===== src/rtl/fb_line_reader_pkg.sv =====
// rtl/fb_line_reader_pkg.sv - shared coordinate type and default geometry for the line reader
// Contents: screenXY (packed {x, y}), default H_RES/V_RES, coordinate field width CW.
package fb_line_reader_pkg;

    localparam int H_RES_DEF = 320;
    localparam int V_RES_DEF = 240;
    localparam int CW        = 10;

    typedef struct packed {
        logic [CW-1:0] x;
        logic [CW-1:0] y;
    } screenXY;

endpackage


===== src/rtl/fb_line_reader_if.sv =====
// rtl/fb_line_reader_if.sv - framebuffer read-port bundle between line reader and framebuffer
// master: reader side (drives rd_req/rd_coords, receives rd_grant/rd_valid/rd_data)
// slave:  framebuffer side
interface fb_line_reader_if;
    import fb_line_reader_pkg::*;

    logic       rd_req;
    screenXY    rd_coords;
    logic       rd_grant;
    logic       rd_valid;
    logic [2:0] rd_data;

    modport master (
        output rd_req,
        output rd_coords,
        input  rd_grant,
        input  rd_valid,
        input  rd_data
    );

    modport slave (
        input  rd_req,
        input  rd_coords,
        output rd_grant,
        output rd_valid,
        output rd_data
    );

endinterface


===== src/rtl/fb_line_reader_line_bank_ram.sv =====
// rtl/fb_line_reader_line_bank_ram.sv - one line bank: DEPTH x 3-bit RAM, one write port, registered read
// Ports: clk; we/waddr/wdata write port; raddr in, rdata out one cycle later (0 when raddr >= DEPTH).
module line_bank_ram #(
    parameter int DEPTH = 320,
    parameter int AW    = 9
) (
    input  logic          clk,
    input  logic          we,
    input  logic [AW-1:0] waddr,
    input  logic [2:0]    wdata,
    input  logic [AW-1:0] raddr,
    output logic [2:0]    rdata
);

    logic [2:0] mem [DEPTH];
    logic [2:0] rdata_q;

    always_ff @(posedge clk) begin
        if (we) begin
            mem[waddr] <= wdata;
        end
        rdata_q <= (raddr < AW'(DEPTH)) ? mem[raddr] : 3'd0;
    end

    assign rdata = rdata_q;

endmodule


===== src/rtl/fb_line_reader.sv =====
// rtl/fb_line_reader.sv - ping-pong scan-line prefetcher between framebuffer read port and VGA output
// Ports: Clk/Reset (async, active-high); new_frame, pix_coords, pix_active from the output path;
//        color_out (1-cycle latency); rd (framebuffer read master); line_ready; underrun (sticky).
module fb_line_reader
    import fb_line_reader_pkg::*;
#(
    parameter int H_RES    = H_RES_DEF,
    parameter int V_RES    = V_RES_DEF,
    parameter int READ_LAT = 2
) (
    input  logic             Clk,
    input  logic             Reset,
    input  logic             new_frame,
    input  screenXY          pix_coords,
    input  logic             pix_active,
    output logic [2:0]       color_out,
    fb_line_reader_if.master rd,
    output logic             line_ready,
    output logic             underrun
);

    localparam logic [1:0] ST_IDLE  = 2'd0;
    localparam logic [1:0] ST_FILL  = 2'd1;
    localparam logic [1:0] ST_DRAIN = 2'd2;

    localparam int AW = (H_RES > 1) ? $clog2(H_RES) : 1;
    localparam int OW = $clog2(READ_LAT + 2);
    localparam logic [CW-1:0] H_END = CW'(H_RES);
    localparam logic [CW:0]   V_END = (CW+1)'(V_RES);

    logic [1:0]    state_q, state_d;
    logic [CW-1:0] issue_x_q, issue_x_d;
    logic [CW-1:0] wr_x_q, wr_x_d;
    logic [CW-1:0] target_q, target_d;
    logic [CW-1:0] cur_y_q, cur_y_d;
    logic [OW-1:0] out_q, out_d;
    logic          disp_sel_q, disp_sel_d;
    logic          first_q, first_d;
    logic          line_ready_q, line_ready_d;
    logic          underrun_q, underrun_d;
    logic          pix_vld_q, pix_vld_d;
    logic          pix_sel_q, pix_sel_d;

    logic          rd_fire, ret, wr_en, advance, more_lines, restart;
    logic [CW:0]   next_y;
    logic [2:0]    rdata0, rdata1;

    assign rd.rd_req    = (state_q == ST_FILL) && (issue_x_q < H_END);
    assign rd.rd_coords = {issue_x_q, target_q};

    assign rd_fire    = rd.rd_req && rd.rd_grant;
    // A return with nothing outstanding is a framebuffer protocol error; ignore it.
    assign ret        = rd.rd_valid && (out_q != '0);
    assign out_d      = out_q + OW'(rd_fire) - OW'(ret);
    assign advance    = pix_active && !new_frame && (first_q || (pix_coords.y != cur_y_q));
    assign next_y     = {1'b0, pix_coords.y} + 1'b1;
    assign more_lines = next_y < V_END;
    assign restart    = new_frame || (advance && more_lines);
    // Returns landing on an abort cycle belong to the abandoned line.
    assign wr_en      = (state_q == ST_FILL) && ret && !new_frame && !advance && (wr_x_q < H_END);

    always_comb begin
        state_d      = state_q;
        issue_x_d    = issue_x_q;
        wr_x_d       = wr_x_q;
        target_d     = target_q;
        cur_y_d      = cur_y_q;
        disp_sel_d   = disp_sel_q;
        first_d      = first_q;
        line_ready_d = line_ready_q;
        underrun_d   = underrun_q;

        case (state_q)
            ST_FILL: begin
                if (rd_fire) begin
                    issue_x_d = issue_x_q + 1'b1;
                end
                if (wr_en) begin
                    wr_x_d = wr_x_q + 1'b1;
                    if (wr_x_d == H_END) begin
                        line_ready_d = 1'b1;
                        state_d      = ST_IDLE;
                    end
                end
            end
            ST_DRAIN: begin
                if (out_d == '0) begin
                    state_d   = ST_FILL;
                    issue_x_d = '0;
                    wr_x_d    = '0;
                end
            end
            default: ;
        endcase

        if (new_frame) begin
            underrun_d = 1'b0;
            disp_sel_d = 1'b1;
            first_d    = 1'b1;
        end else if (advance) begin
            disp_sel_d   = ~disp_sel_q;
            cur_y_d      = pix_coords.y;
            first_d      = 1'b0;
            line_ready_d = 1'b0;
            if (!line_ready_q) begin
                underrun_d = 1'b1;
            end
            if (!more_lines) begin
                state_d   = ST_IDLE;
                issue_x_d = '0;
                wr_x_d    = '0;
            end
        end

        // Any reads still in flight must come back before the new line may be requested,
        // otherwise their data would be mistaken for the new line's first pixels.
        if (restart) begin
            target_d     = new_frame ? '0 : next_y[CW-1:0];
            line_ready_d = 1'b0;
            issue_x_d    = '0;
            wr_x_d       = '0;
            state_d      = (out_d != '0) ? ST_DRAIN : ST_FILL;
        end
    end

    // The swap cycle's own pixel is already read from the bank being swapped in.
    assign pix_vld_d = pix_active && (pix_coords.x < H_END);
    assign pix_sel_d = advance ? ~disp_sel_q : disp_sel_q;

    always_ff @(posedge Clk or posedge Reset) begin
        if (Reset) begin
            state_q      <= ST_IDLE;
            issue_x_q    <= '0;
            wr_x_q       <= '0;
            target_q     <= '0;
            cur_y_q      <= '0;
            out_q        <= '0;
            disp_sel_q   <= 1'b0;
            first_q      <= 1'b0;
            line_ready_q <= 1'b0;
            underrun_q   <= 1'b0;
            pix_vld_q    <= 1'b0;
            pix_sel_q    <= 1'b0;
        end else begin
            state_q      <= state_d;
            issue_x_q    <= issue_x_d;
            wr_x_q       <= wr_x_d;
            target_q     <= target_d;
            cur_y_q      <= cur_y_d;
            out_q        <= out_d;
            disp_sel_q   <= disp_sel_d;
            first_q      <= first_d;
            line_ready_q <= line_ready_d;
            underrun_q   <= underrun_d;
            pix_vld_q    <= pix_vld_d;
            pix_sel_q    <= pix_sel_d;
        end
    end

    // Fill bank is always the one not selected for display.
    line_bank_ram #(.DEPTH(H_RES), .AW(AW)) u_bank0 (
        .clk   (Clk),
        .we    (wr_en && disp_sel_q),
        .waddr (wr_x_q[AW-1:0]),
        .wdata (rd.rd_data),
        .raddr (pix_coords.x[AW-1:0]),
        .rdata (rdata0)
    );

    line_bank_ram #(.DEPTH(H_RES), .AW(AW)) u_bank1 (
        .clk   (Clk),
        .we    (wr_en && !disp_sel_q),
        .waddr (wr_x_q[AW-1:0]),
        .wdata (rd.rd_data),
        .raddr (pix_coords.x[AW-1:0]),
        .rdata (rdata1)
    );

    assign color_out  = pix_vld_q ? (pix_sel_q ? rdata1 : rdata0) : 3'd0;
    assign line_ready = line_ready_q;
    assign underrun   = underrun_q;

endmodule


===== src/flat_wrapper.sv =====
// flat-port wrapper written by rule: the top's interface ports become plain ports
module fb_line_reader_flat import fb_line_reader_pkg::*;
#(
    parameter int H_RES    = H_RES_DEF,
    parameter int V_RES    = V_RES_DEF,
    parameter int READ_LAT = 2
)
  (Clk, Reset, new_frame, pix_coords, pix_active, color_out, line_ready, underrun, rd_rd_req, rd_rd_coords, rd_rd_grant, rd_rd_valid, rd_rd_data);
  fb_line_reader_if rd_i ();
  input  logic Clk;
  input  logic Reset;
  input  logic new_frame;
  input  screenXY pix_coords;
  input  logic pix_active;
  output logic [2:0] color_out;
  output logic line_ready;
  output logic underrun;
  output wire logic [$bits(rd_i.rd_req)-1:0] rd_rd_req;
  output wire logic [$bits(rd_i.rd_coords)-1:0] rd_rd_coords;
  input wire logic [$bits(rd_i.rd_grant)-1:0] rd_rd_grant;
  input wire logic [$bits(rd_i.rd_valid)-1:0] rd_rd_valid;
  input wire logic [$bits(rd_i.rd_data)-1:0] rd_rd_data;
  assign rd_rd_req = rd_i.rd_req;
  assign rd_rd_coords = rd_i.rd_coords;
  assign rd_i.rd_grant = rd_rd_grant;
  assign rd_i.rd_valid = rd_rd_valid;
  assign rd_i.rd_data = rd_rd_data;
  fb_line_reader #(.H_RES(H_RES), .V_RES(V_RES), .READ_LAT(READ_LAT)) u_core (.Clk(Clk), .Reset(Reset), .new_frame(new_frame), .pix_coords(pix_coords), .pix_active(pix_active), .color_out(color_out), .rd(rd_i), .line_ready(line_ready), .underrun(underrun));
endmodule

===== config.mk =====
export PLATFORM = sky130hd
export DESIGN_NAME = fb_line_reader_flat
export DESIGN_NICKNAME = d
export VERILOG_FILES = /design/src/rtl/fb_line_reader_pkg.sv /design/src/rtl/fb_line_reader_if.sv /design/src/rtl/fb_line_reader_line_bank_ram.sv /design/src/rtl/fb_line_reader.sv /design/src/flat_wrapper.sv
export SDC_FILE = /design/constraint.sdc
export NUM_CORES = 2
export LEC_CHECK = 0
export CAP_MARGIN = 20
export CORE_ASPECT_RATIO = 2
export CORE_MARGIN = 5
export CORE_UTILIZATION = 50
export CTS_BUF_LIST = sky130_fd_sc_hd__clkbuf_4
export DETAILED_ROUTE_END_ITERATION = 7
export GPL_TIMING_DRIVEN = 0
export HOLD_SLACK_MARGIN = 0.02
export PLACE_DENSITY = 0.65
export SLEW_MARGIN = 0
export SYNTH_ARGS = -nofsm -noshare
export SYNTH_HDL_FRONTEND = slang
export SYNTH_SLANG_ARGS = --single-unit
export TNS_END_PERCENT = 1

===== constraint.sdc =====
create_clock -name Clk -period 3.9 [get_ports Clk]
set_clock_uncertainty 0.15 [all_clocks]
set_input_delay 0.39 -clock Clk [delete_from_list [all_inputs] [get_ports Clk]]
set_output_delay 0.39 -clock Clk [all_outputs]
set_load 0.005 [all_outputs]

==> flow_metrics.env <==
export IMPL_worst_slew_pin_slew_ns=1.33
export IMPL_clock_sinks=1976
export IMPL_synth_edf_count=1920
export IMPL_path_class="in -> reg"
export IMPL_cap_violations=0
export IMPL_reg2reg_from="u_core.wr_x_q[5]"
export IMPL_powerDensity_nw_per_um2=469
export IMPL_die_x_microns=292
export IMPL_routedWlPerCell_microns=40.8
export IMPL_vias=49739
export IMPL_grt_antenna_before_repair=20
export IMPL_cp_end_kind="flop"
export IMPL_drc=2
export IMPL_synth_area_per_cell_sq_um=18.4
export IMPL_cts_setup_buffers=0
export IMPL_synth_distinct_cells=66
export IMPL_drt_pass1_iterations=8
export IMPL_crit_path_max_incr_delay_ns=0.88
export IMPL_async_flop_share_pct=2.53
export IMPL_wl_microns=299000
export IMPL_layout_cells_non_filler=7313
export IMPL_num_nets_final=4950
export IMPL_syn_inst=4319
export IMPL_slew_headroom_pct=11.5
export IMPL_cp_slowest_cell="clkbuf_1"
export IMPL_critPathTopFamily="buffers and inverters"
export IMPL_drive_above_1_share_pct=26.6
export IMPL_cts_tree="built"
export IMPL_period_minus_slack_ns=4.40
export IMPL_rows=207
export IMPL_synth_ff_type="edfxtp_1"
export IMPL_start_util_pct=50.1
export IMPL_synth_cell_area_sq_um=79500
export IMPL_dp_slack_ns=-2.26
export IMPL_worstPathCellList="clkbuf_1, clkbuf_1, inv_1, clkbuf_1, clkbuf_2, o21ai_0, nor3_1, nor4_2, o21ai_0, a32oi_1"
export IMPL_vdd_drop_max_v=0.000315
export IMPL_coreArea_sq_um=159000
export IMPL_drtIter0Drc=8656
export IMPL_fmax_ghz=0.227
export IMPL_dp_hpwl_microns=194000
export IMPL_yosysSeqAreaShare_pct=74.3
export IMPL_arrival_ns=5.55
export IMPL_path_clk_slew_ns=0.08
export IMPL_yosys_warnings=0
export IMPL_setup_slack_ns=-0.505
export IMPL_grt_max_degree=177
export IMPL_num_io_pins=55
export IMPL_worstPathMaxFanout=10
export IMPL_dpl_cell_count=6501
export IMPL_die_area_sq_um=168000
export IMPL_gp_congestion=0.998
export IMPL_path_common_cell="clkbuf_1"
export IMPL_clock_tree_root_cell="clkbuf_4"
export IMPL_grt_pass1_vias=48276
export IMPL_drv_slew=0
export IMPL_cts_buffers=443
export IMPL_critical_path_buf_inv_count=5
export IMPL_leakage_nw=28.4
export IMPL_required_ns=5.05
export IMPL_clock_path_buffers=4
export IMPL_hold_path_class="in -> reg"
export IMPL_fp_dieH_microns=574
export IMPL_ant_nets=0
export IMPL_syn_nets=4358
export IMPL_grt_pass1_wl_microns=400000
export IMPL_area_delta_synth_final_pct=12.6
export IMPL_globalRoute_totalOverflow=0
export IMPL_yosysTopAreaCellShare_pct=72.5
export IMPL_viasPerCell=6.80
export IMPL_holdCritStartpoint="new_frame"
export IMPL_io_buffers=47
export IMPL_ys_top_cells_by_area="edfxtp_1 73%, mux4_2 12%, nor2_1 3.3%, mux2i_1 2.1%, dfrtp_1 1.6%"
export IMPL_finalSetupViolCount=13
export IMPL_track_usage_pct=35.2
export IMPL_post_route_period_util_pct=113
export IMPL_worstSetupStartpoint="pix_coords[12]"
export IMPL_clkLatencyLatePin_ns=1.44
export IMPL_finalHoldViolations=0
export IMPL_violations="design-rule violations, negative setup slack"
export IMPL_grt_setup_unrepaired="true"
export IMPL_status="complete, but fails checks"
export IMPL_synth_top_area_cell="edfxtp_1"
export IMPL_htreeDepth=5
export IMPL_cp_start_kind="primary input"
export IMPL_synth_seq_cells=1976
-- through the flow --
stage	cell area (sq um)	hold slack, ns	utilization, %	total power [mW]	TNS (ns)
floorplan	79500	0.305	-	25.1	0
global placement	82600	0.317	52.1	27.2	-
detailed placement	83500	0.325	52.7	26.7	-330.26
CTS	89300	0.0340	56.4	41.8	0
global route	89500	0.165	56.4	43.1	0
finish	89500	0.124	56.5	42.0	-1.65
-- path summary, 6_finish.rpt --
kind	endpoint	slack (ns)	depth (start not counted)
max	u_core.u_bank1.rdata[1]	-0.50	10
min	u_core.wr_x_q[2]	0.12	6
max reg2reg	u_core.u_bank0.mem[154][2]	-0.04	6
min reg2reg	u_core.target_q[8]	0.34	1
max in group asynchronous	u_core.target_q[2]	2.81	5
min in group asynchronous	u_core.issue_x_q[8]	0.24	4
-- Yosys cell counts (11+ instances only) --
| master | instances |
|---|---|
| o21ai_0 | 40 |
| clkbuf_1 | 182 |
| a22oi_1 | 68 |
| buf_1 | 11 |
| nor3_1 | 36 |
| and2_1 | 15 |
| inv_1 | 14 |
| nand3_1 | 24 |
| buf_2 | 68 |
| mux2i_1 | 170 |
| edfxtp_1 | 1920 |
| a21oi_1 | 52 |
| dfrtp_1 | 50 |
| nor2b_1 | 37 |
| buf_6 | 19 |
| a211oi_1 | 31 |
| mux2_2 | 34 |
| nor2_1 | 698 |
| a2111oi_0 | 17 |
| nand2_1 | 121 |
| o221ai_1 | 11 |
| a221oi_1 | 14 |
| o22ai_1 | 45 |
| xnor2_1 | 14 |
| buf_4 | 35 |
| mux4_2 | 440 |
-- report_power, final --
part	switching (mW)	leakage (nW)	internal, mW
clock network	8.16	3.09	7.36
registers	0.0382	18.0	23.3
logic	2.16	7.36	0.977
-- cell usage in the layout (no fill, tap or decap), drive strengths merged, types with 44 or more instances in the layout --
cell type | netlist | final
clkbuf | 182 | 784
nand2 | 122 | 122
nor2 | 698 | 698
mux2i | 170 | 170
a21oi | 52 | 52
edfxtp | 1920 | 1920
o22ai | 45 | 45
mux4 | 440 | 440
dlygate4sd3 | 0 | 50
a22oi | 68 | 68
clkinv | 2 | 128
buf | 133 | 191
dfrtp | 50 | 50
clkdlybuf4s50 | 0 | 44
-- tightest hold or removal path: stages --
cell and delay [ns]:
dlygate4sd3_1 0.52, clkbuf_1 0.27, nand4b_1 0.17, mux2_2 0.15
a22oi_1 0.05, nor2_1 0.10
-- flip-flops by register name (all words and copies together), names as in the netlist, 2 cells and up --
register and cells:
u_core.cur_y_q 10, u_core.issue_x_q 10, u_core.out_q 2, u_core.state_q 2
u_core.target_q 10, u_core.u_bank0.mem 960, u_core.u_bank0.rdata 3, u_core.u_bank1.mem 960
u_core.u_bank1.rdata 3, u_core.wr_x_q 10
-- what timing repair did --
action / CTS / global route
cloned: 0 / 0
hold buffers: 52 / 0
gates resized for setup: 29 / 31
endpoints found under the setup margin: 66 / 95
hold endpoints to repair: 1479 / 0
-- layout make-up --
type | count | area [sq um]
inverter | 16 | 60.1
multi-input combinational | 2012 | 18900
fill | 12363 | 69000
clock buffer | 608 | 4560
timing repair buffer | 147 | 1970
sequential | 1976 | 59000
clock inverter | 133 | 606
buffer | 315 | 1680
tap | 2090 | 2620
antenna | 16 | 40.0
-- logic make-up after synthesis --
kind of cell	Yosys count	share of synthesized area, %
buffers and inverters	331	2.02
AOI/OAI and AO/OA	336	2.95
adders and majority gates	10	0.157
DFF	1976	74.3
muxes	644	15.1
xor gates and xnor gates	21	0.231
and+or+nand+nor	1001	5.28
-- routing by layer --
layer  part of all wire (%)  global-route usage [%]  up-vias
met2                     44                    50.8     4776
met3                     14                    12.6     1081
li1                       -                       -    18679
met1                     32                    43.3    25197
met5                  0.010                       0        -
met4                     10                    27.3        6
(Power assumes the default switching activity.)
